`src/rtl/uart_rx_pkg.sv`:
```
// Shared UART RX definitions: register offsets, FSM encodings, baud divider derivation
// and the STATUS register layout.
package uart_rx_pkg;

  localparam logic [3:0] UART_RXDATA_REG = 4'h0;
  localparam logic [3:0] UART_STATUS_REG = 4'h4;

  localparam logic [2:0] ST_IDLE    = 3'd0;
  localparam logic [2:0] ST_START   = 3'd1;
  localparam logic [2:0] ST_DATA    = 3'd2;
  localparam logic [2:0] ST_STOP    = 3'd3;
  localparam logic [2:0] ST_RECOVER = 3'd4;

  typedef struct packed {
    logic count_hi;
    logic rsvd;
    logic frame_err;
    logic overrun;
    logic full;
    logic not_empty;
  } status_t;

  function automatic int unsigned calc_baud_div(input int unsigned clkfreq, input int unsigned baud);
    return clkfreq / baud;
  endfunction

  function automatic int unsigned calc_half_div(input int unsigned clkfreq, input int unsigned baud);
    return calc_baud_div(clkfreq, baud) / 2;
  endfunction

endpackage

```
`src/rtl/uart_rx_core.sv`:
```
// Serial front end: 2-flop synchroniser, mid-bit sampling FSM and shift register.
// byte_valid_o/frame_err_o are combinational pulses on the mid-stop sampling cycle; no backpressure.
module uart_rx_core
  import uart_rx_pkg::*;
#(
  parameter int unsigned BAUD_DIV = 434,
  parameter int unsigned HALF_DIV = 217
) (
  input  logic       clk_i,
  input  logic       rst_ni,
  input  logic       uart_rx_i,
  output logic [7:0] byte_o,
  output logic       byte_valid_o,
  output logic       frame_err_o
);

  localparam int CNT_W = $clog2(BAUD_DIV + 1);
  localparam logic [CNT_W-1:0] T_BIT  = CNT_W'(BAUD_DIV - 1);
  localparam logic [CNT_W-1:0] T_HALF = CNT_W'(HALF_DIV - 1);

  logic [1:0]       sync_q;
  logic             rx_s;
  logic [2:0]       state;
  logic [CNT_W-1:0] t_cnt;
  logic [2:0]       b_cnt;
  logic [7:0]       shr;
  logic             bit_end;

  assign rx_s    = sync_q[1];
  assign bit_end = (t_cnt == T_BIT);

  always_ff @(posedge clk_i or negedge rst_ni) begin
    if (!rst_ni) begin
      sync_q <= 2'b11;
    end else begin
      sync_q <= {sync_q[0], uart_rx_i};
    end
  end

  always_ff @(posedge clk_i or negedge rst_ni) begin
    if (!rst_ni) begin
      state <= ST_IDLE;
      t_cnt <= '0;
      b_cnt <= '0;
      shr   <= '0;
    end else begin
      case (state)
        ST_IDLE: begin
          if (!rx_s) begin
            t_cnt <= '0;
            state <= ST_START;
          end
        end
        ST_START: begin
          // A start bit that is high again at mid-bit was a glitch.
          if (t_cnt == T_HALF) begin
            t_cnt <= '0;
            b_cnt <= '0;
            state <= rx_s ? ST_IDLE : ST_DATA;
          end else begin
            t_cnt <= t_cnt + CNT_W'(1);
          end
        end
        ST_DATA: begin
          if (bit_end) begin
            t_cnt <= '0;
            shr   <= {rx_s, shr[7:1]};
            if (b_cnt == 3'd7) begin
              state <= ST_STOP;
            end else begin
              b_cnt <= b_cnt + 3'd1;
            end
          end else begin
            t_cnt <= t_cnt + CNT_W'(1);
          end
        end
        ST_STOP: begin
          // Leave at mid-stop so a following start edge is not missed.
          if (bit_end) begin
            t_cnt <= '0;
            state <= rx_s ? ST_IDLE : ST_RECOVER;
          end else begin
            t_cnt <= t_cnt + CNT_W'(1);
          end
        end
        ST_RECOVER: begin
          if (rx_s) begin
            state <= ST_IDLE;
          end
        end
        default: state <= ST_IDLE;
      endcase
    end
  end

  assign byte_o       = shr;
  assign byte_valid_o = (state == ST_STOP) && bit_end && rx_s;
  assign frame_err_o  = (state == ST_STOP) && bit_end && !rx_s;

endmodule

```
`src/rtl/uart_rx.sv`:
```
// Memory-mapped UART receiver: RX core, byte FIFO, sticky flags, RXDATA/STATUS decode.
// not_empty rises the cycle after the mid-stop sample; a push into a full FIFO drops the byte and sets overrun.
module uart_rx
  import uart_rx_pkg::*;
#(
  parameter int unsigned CLKFREQ    = 50_000_000,
  parameter int unsigned BAUD_RATE  = 115200,
  parameter int unsigned FIFO_DEPTH = 4
) (
  input  logic        clk_i,
  input  logic        rst_ni,
  input  logic        sel_i,
  input  logic        wen_i,
  input  logic [31:0] addr_i,
  input  logic [31:0] data_i,
  output logic [31:0] data_o,
  input  logic        uart_rx_i
);

  localparam int unsigned BAUD_DIV = calc_baud_div(CLKFREQ, BAUD_RATE);
  localparam int unsigned HALF_DIV = calc_half_div(CLKFREQ, BAUD_RATE);
  localparam int AW = $clog2(FIFO_DEPTH);
  localparam int CW = AW + 1;

  logic [7:0]    rx_byte;
  logic          rx_vld;
  logic          rx_ferr;

  logic [7:0]    mem [FIFO_DEPTH];
  logic [AW-1:0] wr_ptr;
  logic [AW-1:0] rd_ptr;
  logic [CW-1:0] count;
  logic [31:0]   count_wide;
  logic          full;
  logic          not_empty;
  logic          overrun;
  logic          frame_err;

  logic [3:0]    reg_off;
  logic          pop;
  logic          push_ok;
  logic          overrun_set;
  logic          status_wr;
  status_t       status;
  logic          unused_ok;

  uart_rx_core #(
    .BAUD_DIV (BAUD_DIV),
    .HALF_DIV (HALF_DIV)
  ) u_core (
    .clk_i        (clk_i),
    .rst_ni       (rst_ni),
    .uart_rx_i    (uart_rx_i),
    .byte_o       (rx_byte),
    .byte_valid_o (rx_vld),
    .frame_err_o  (rx_ferr)
  );

  assign reg_off    = addr_i[3:0];
  assign full       = (count == CW'(FIFO_DEPTH));
  assign not_empty  = (count != '0);
  assign count_wide = 32'(count);

  assign pop         = sel_i && !wen_i && (reg_off == UART_RXDATA_REG) && not_empty;
  // A pop in the same cycle frees the slot, so a push into a full FIFO still succeeds.
  assign push_ok     = rx_vld && (!full || pop);
  assign overrun_set = rx_vld && full && !pop;
  assign status_wr   = sel_i && wen_i && (reg_off == UART_STATUS_REG);

  always_ff @(posedge clk_i) begin
    if (push_ok) begin
      mem[wr_ptr] <= rx_byte;
    end
  end

  always_ff @(posedge clk_i or negedge rst_ni) begin
    if (!rst_ni) begin
      wr_ptr    <= '0;
      rd_ptr    <= '0;
      count     <= '0;
      overrun   <= 1'b0;
      frame_err <= 1'b0;
    end else begin
      if (push_ok) begin
        wr_ptr <= wr_ptr + AW'(1);
      end
      if (pop) begin
        rd_ptr <= rd_ptr + AW'(1);
      end
      case ({push_ok, pop})
        2'b10:   count <= count + CW'(1);
        2'b01:   count <= count - CW'(1);
        default: count <= count;
      endcase
      overrun   <= overrun_set || (overrun && !(status_wr && data_i[2]));
      frame_err <= rx_ferr || (frame_err && !(status_wr && data_i[3]));
    end
  end

  always_comb begin
    status           = '0;
    status.count_hi  = (FIFO_DEPTH > 8) ? count_wide[4] : 1'b0;
    status.frame_err = frame_err;
    status.overrun   = overrun;
    status.full      = full;
    status.not_empty = not_empty;
  end

  always_comb begin
    data_o = '0;
    if (sel_i) begin
      case (reg_off)
        UART_RXDATA_REG: data_o = not_empty ? {24'b0, mem[rd_ptr]} : 32'b0;
        UART_STATUS_REG: data_o = {26'b0, status};
        default:         data_o = '0;
      endcase
    end
  end

  assign unused_ok = ^{addr_i[31:4], data_i[31:4], data_i[1:0], count_wide};

endmodule

```
`config.mk`:
```
export PLATFORM = sky130hd
export DESIGN_NAME = uart_rx
export DESIGN_NICKNAME = d
export VERILOG_FILES = /design/src/rtl/uart_rx_pkg.sv /design/src/rtl/uart_rx_core.sv /design/src/rtl/uart_rx.sv
export SDC_FILE = /design/constraint.sdc
export NUM_CORES = 1
export LEC_CHECK = 0
export CAP_MARGIN = 10
export CORE_ASPECT_RATIO = 2
export CORE_MARGIN = 5
export CORE_UTILIZATION = 47
export CTS_CLUSTER_SIZE = 14
export DETAILED_ROUTE_END_ITERATION = 10
export GPL_ROUTABILITY_DRIVEN = 1
export PLACE_DENSITY = 0.8
export SYNTH_ARGS = -nofsm -noshare
export SYNTH_HDL_FRONTEND = slang
export SYNTH_SLANG_ARGS = --single-unit
```
`constraint.sdc`:
```
create_clock -name clk_i -period 2.3 [get_ports clk_i]
set_input_delay 0.345 -clock clk_i [delete_from_list [all_inputs] [get_ports clk_i]]
set_output_delay 0.345 -clock clk_i [all_outputs]
set_load 0.05 [all_outputs]
```
==> results.md <==
- Status: finished clean
- DRC Markers: 0
- # diodes: 0
- Largest net degree at the start of global routing: 35
- Crit path buf inv count: 2
- Vias in the first global route: 2224
- Root buf cell: clkbuf_16
- Post-Layout Cell Count: 409
- Post-Syn Area: between 3000 and 4000 um^2
- Layout net count: approximately 390
- Commonest cells post-synth: dfrtp_1 (32), edfxtp_1 (32), buf_4 (24)
- Post-route cell area: 4150 um^2
- Synth Register Bits: 66
- Final min period: 2.23 ns
- DRT iter0 DRCs: approximately 140
- Die area: 8940 um^2
- Core area: 6890 um^2
- Number of synthesized flops with an enable pin: 32
- Worst setup SP type: primary input
- Fin. Hold Viols: 0
- Hold Path Class: flop to flop
- RSZ-0062 raised after global routing: true
- Post-synth top area cell: edfxtp_1
- Worst-path maximum fanout: 6
- CTS tree: yes
- First-pass GRT wire length: 10.3 mm
- CP arrival: 1.88 ns
- Post-DP HPWL: about 4.6 mm
- Pwr Total: 3.25 mW
- Hold Buf Count CTS: 0
- CTS buffer count: 9
- Tcrit/Tclk final: 0.968
- Post-DP Area: 3740 um^2
- Global route total overflow: 0
- Synth-to-Final Area Change: 25.1%
- ANT nets after route: 0
- Die W: 69.4 um
- Max_cap viols: 0
- Initial antenna violation count: 0
- Synth Flop Type: edfxtp_1
- Post-synthesis cell count: 273
- Critical Path RT: 1.96 ns
- PD cells: 784 nW/um^2
- Final WL: slightly above 6 mm
- FILL cells: 558
- Starting Density: 0.481
- Gr usage total: 0.148
- Clock slew at reported path FFs: 0.05 ns
- Top cells by area, synth: edfxtp_1 (29%), dfrtp_1 (24%), buf_4 (5.4%)
- Pre-antenna DRT Iters: 4
- Clk_lat worst skew: 0.33 ns
- Worst Clk Skew: 0.00779 ns
- Critical path type: primary input to output port
- Gpl congestion: around 0.83
- CP endpoint kind: output port
- Synthesis Warnings: 0
- Largest stage delay, worst path: 0.56 ns
- CP cell instances: clkdlybuf4s15_1, or4b_4, or3_4, o21ai_4, buf_12
- Fin util: 0.602
- Clk sinks: 66
- Wire length per cell: 15.2 um
- Crit path max-delay cell type: or4b_4
- Cells after DPL: 392
- CTS Buffer Depth: 2
- PortBufs: 18
- Final setup fails: 0
- Async SR Flop Fraction: 0.515
- I/O Pins: 101
- Maximum VDD drop: 0.613 mV
- Worst Max-Slew Pin Slew: 0.718 ns
- Fin Setup TNS: 0 ns
- Die H: ~130 um
- Fmax: ~0.45 GHz
- Leak: approximately 1.7 nW
- Slew HR: 0.521
- Row cnt: between 40 and 50
- Via count: 2165
- Register area share after synthesis: 0.547
- Vias per cell: roughly 5.3
- Max H-tree Level: 3
- Final Max Slew Viols: 0
- Layout cells sized above 1: 0.251
- Crit path max-delay family: simple AND/OR/NAND/NOR gates
- Top-area cell type share of the netlist area: 0.290
- Synthesized area per cell: 12.1 um^2
- Yosys cell types: 51
## power by group
group	switching (mW)	internal, mW
combinational	0.238	0.167
sequential	0.0504	1.27
clock	0.465	1.06
## metrics by stage
stage / hold slack, ns / setup WS (ns)
after floorplan: 0.0494 / -0.166
after global placement: 0.347 / -0.367
after detailed placement: 0.348 / -0.385
after CTS: 0.359 / 0.0128
after global routing: 0.371 / -0.00550
final: 0.357 / 0.0726
## kinds of logic after synthesis
kind of cell | Yosys count | share of synthesized area
AND/OR/NAND/NOR | 85 | 0.148
flip-flops | 66 | 0.547
buffers and inverters | 49 | 0.0834
AO/OA/AOI/OAI | 36 | 0.0687
multiplexers | 22 | 0.101
adder cells (fa/ha/maj) | 10 | 0.0400
XOR/XNOR | 4 | 0.0106
other | 1 | 0.00113
## path summary, 6_finish.rpt
path / start / to / slack, ns / depth (start not counted)
max: addr_i[3] / data_o[2] / 0.07 / 5
min: u_core.sync_q[0]$_DFF_PN1_ / u_core.sync_q[1]$_DFF_PN1_ / 0.36 / 0
max reg2reg: u_core.t_cnt[1]$_DFFE_PN0P_ / count[2]$_DFFE_PN0P_ / 0.17 / 8
min reg2reg: u_core.sync_q[0]$_DFF_PN1_ / u_core.sync_q[1]$_DFF_PN1_ / 0.36 / 0
max in group asynchronous: rst_ni / u_core.sync_q[1]$_DFF_PN1_ / 1.53 / 2
min in group asynchronous: rst_ni / u_core.t_cnt[2]$_DFFE_PN0P_ / 0.42 / 2
## final cells by class
cell class	count	area, um^2	area share
clock buffers	11	233	0.0561
clock inverters	5	103	0.0247
flip-flops and latches	66	1810	0.438
repair buffers	42	454	0.110
inverters	14	52.6	0.0127
multi-input cells	181	1380	0.332
well taps	90	113	0.0272
## routing by layer
| layer | GRT usage | routed length (um) |
|---|---|---|
| met5 | 0 | 0 |
| met4 | 0.0771 | 164 |
| met3 | 0.0344 | 303 |
| met2 | 0.279 | 3520 |
| met1 | 0.149 | 2230 |
## flip-flops by register name, indices dropped and copies added, names as in the netlist
name / count
u_core.state: 3
overrun: 1
rd_ptr: 2
frame_err: 1
u_core.t_cnt: 9
wr_ptr: 2
u_core.sync_q: 2
u_core.b_cnt: 3
count: 3
u_core.byte_o: 8
mem: 32
## layout by cell type, fill, tap and decap left out, types with 3 or more instances in the layout
| master | instances |
|---|---|
| and2_1 | 4 |
| clkbuf_16 | 9 |
| and4b_1 | 3 |
| nor3_1 | 3 |
| buf_4 | 22 |
| clkdlybuf4s50_1 | 6 |
| a21oi_1 | 3 |
| nand2_1 | 20 |
| inv_1 | 14 |
| xnor2_1 | 4 |
| mux4_2 | 8 |
| o21ai_0 | 13 |
| nand3_1 | 8 |
| conb_1 | 24 |
| bufinv_16 | 3 |
| mux2_2 | 9 |
| nor2_1 | 13 |
| buf_12 | 9 |
| dfrtp_1 | 32 |
| nand4_1 | 6 |
| nor2b_4 | 4 |
| ha_1 | 9 |
| edfxtp_1 | 32 |
| mux2i_1 | 4 |
| o211ai_1 | 6 |
## timing repair
item / 4_1_cts / 5_1_grt
gates resized for setup: 19 / 3
setup endpoints to repair: 40 / 42
setup buffers: 1 / 1
pin swaps: 4 / 1
Note: power is estimated with default switching activity, not from simulation.
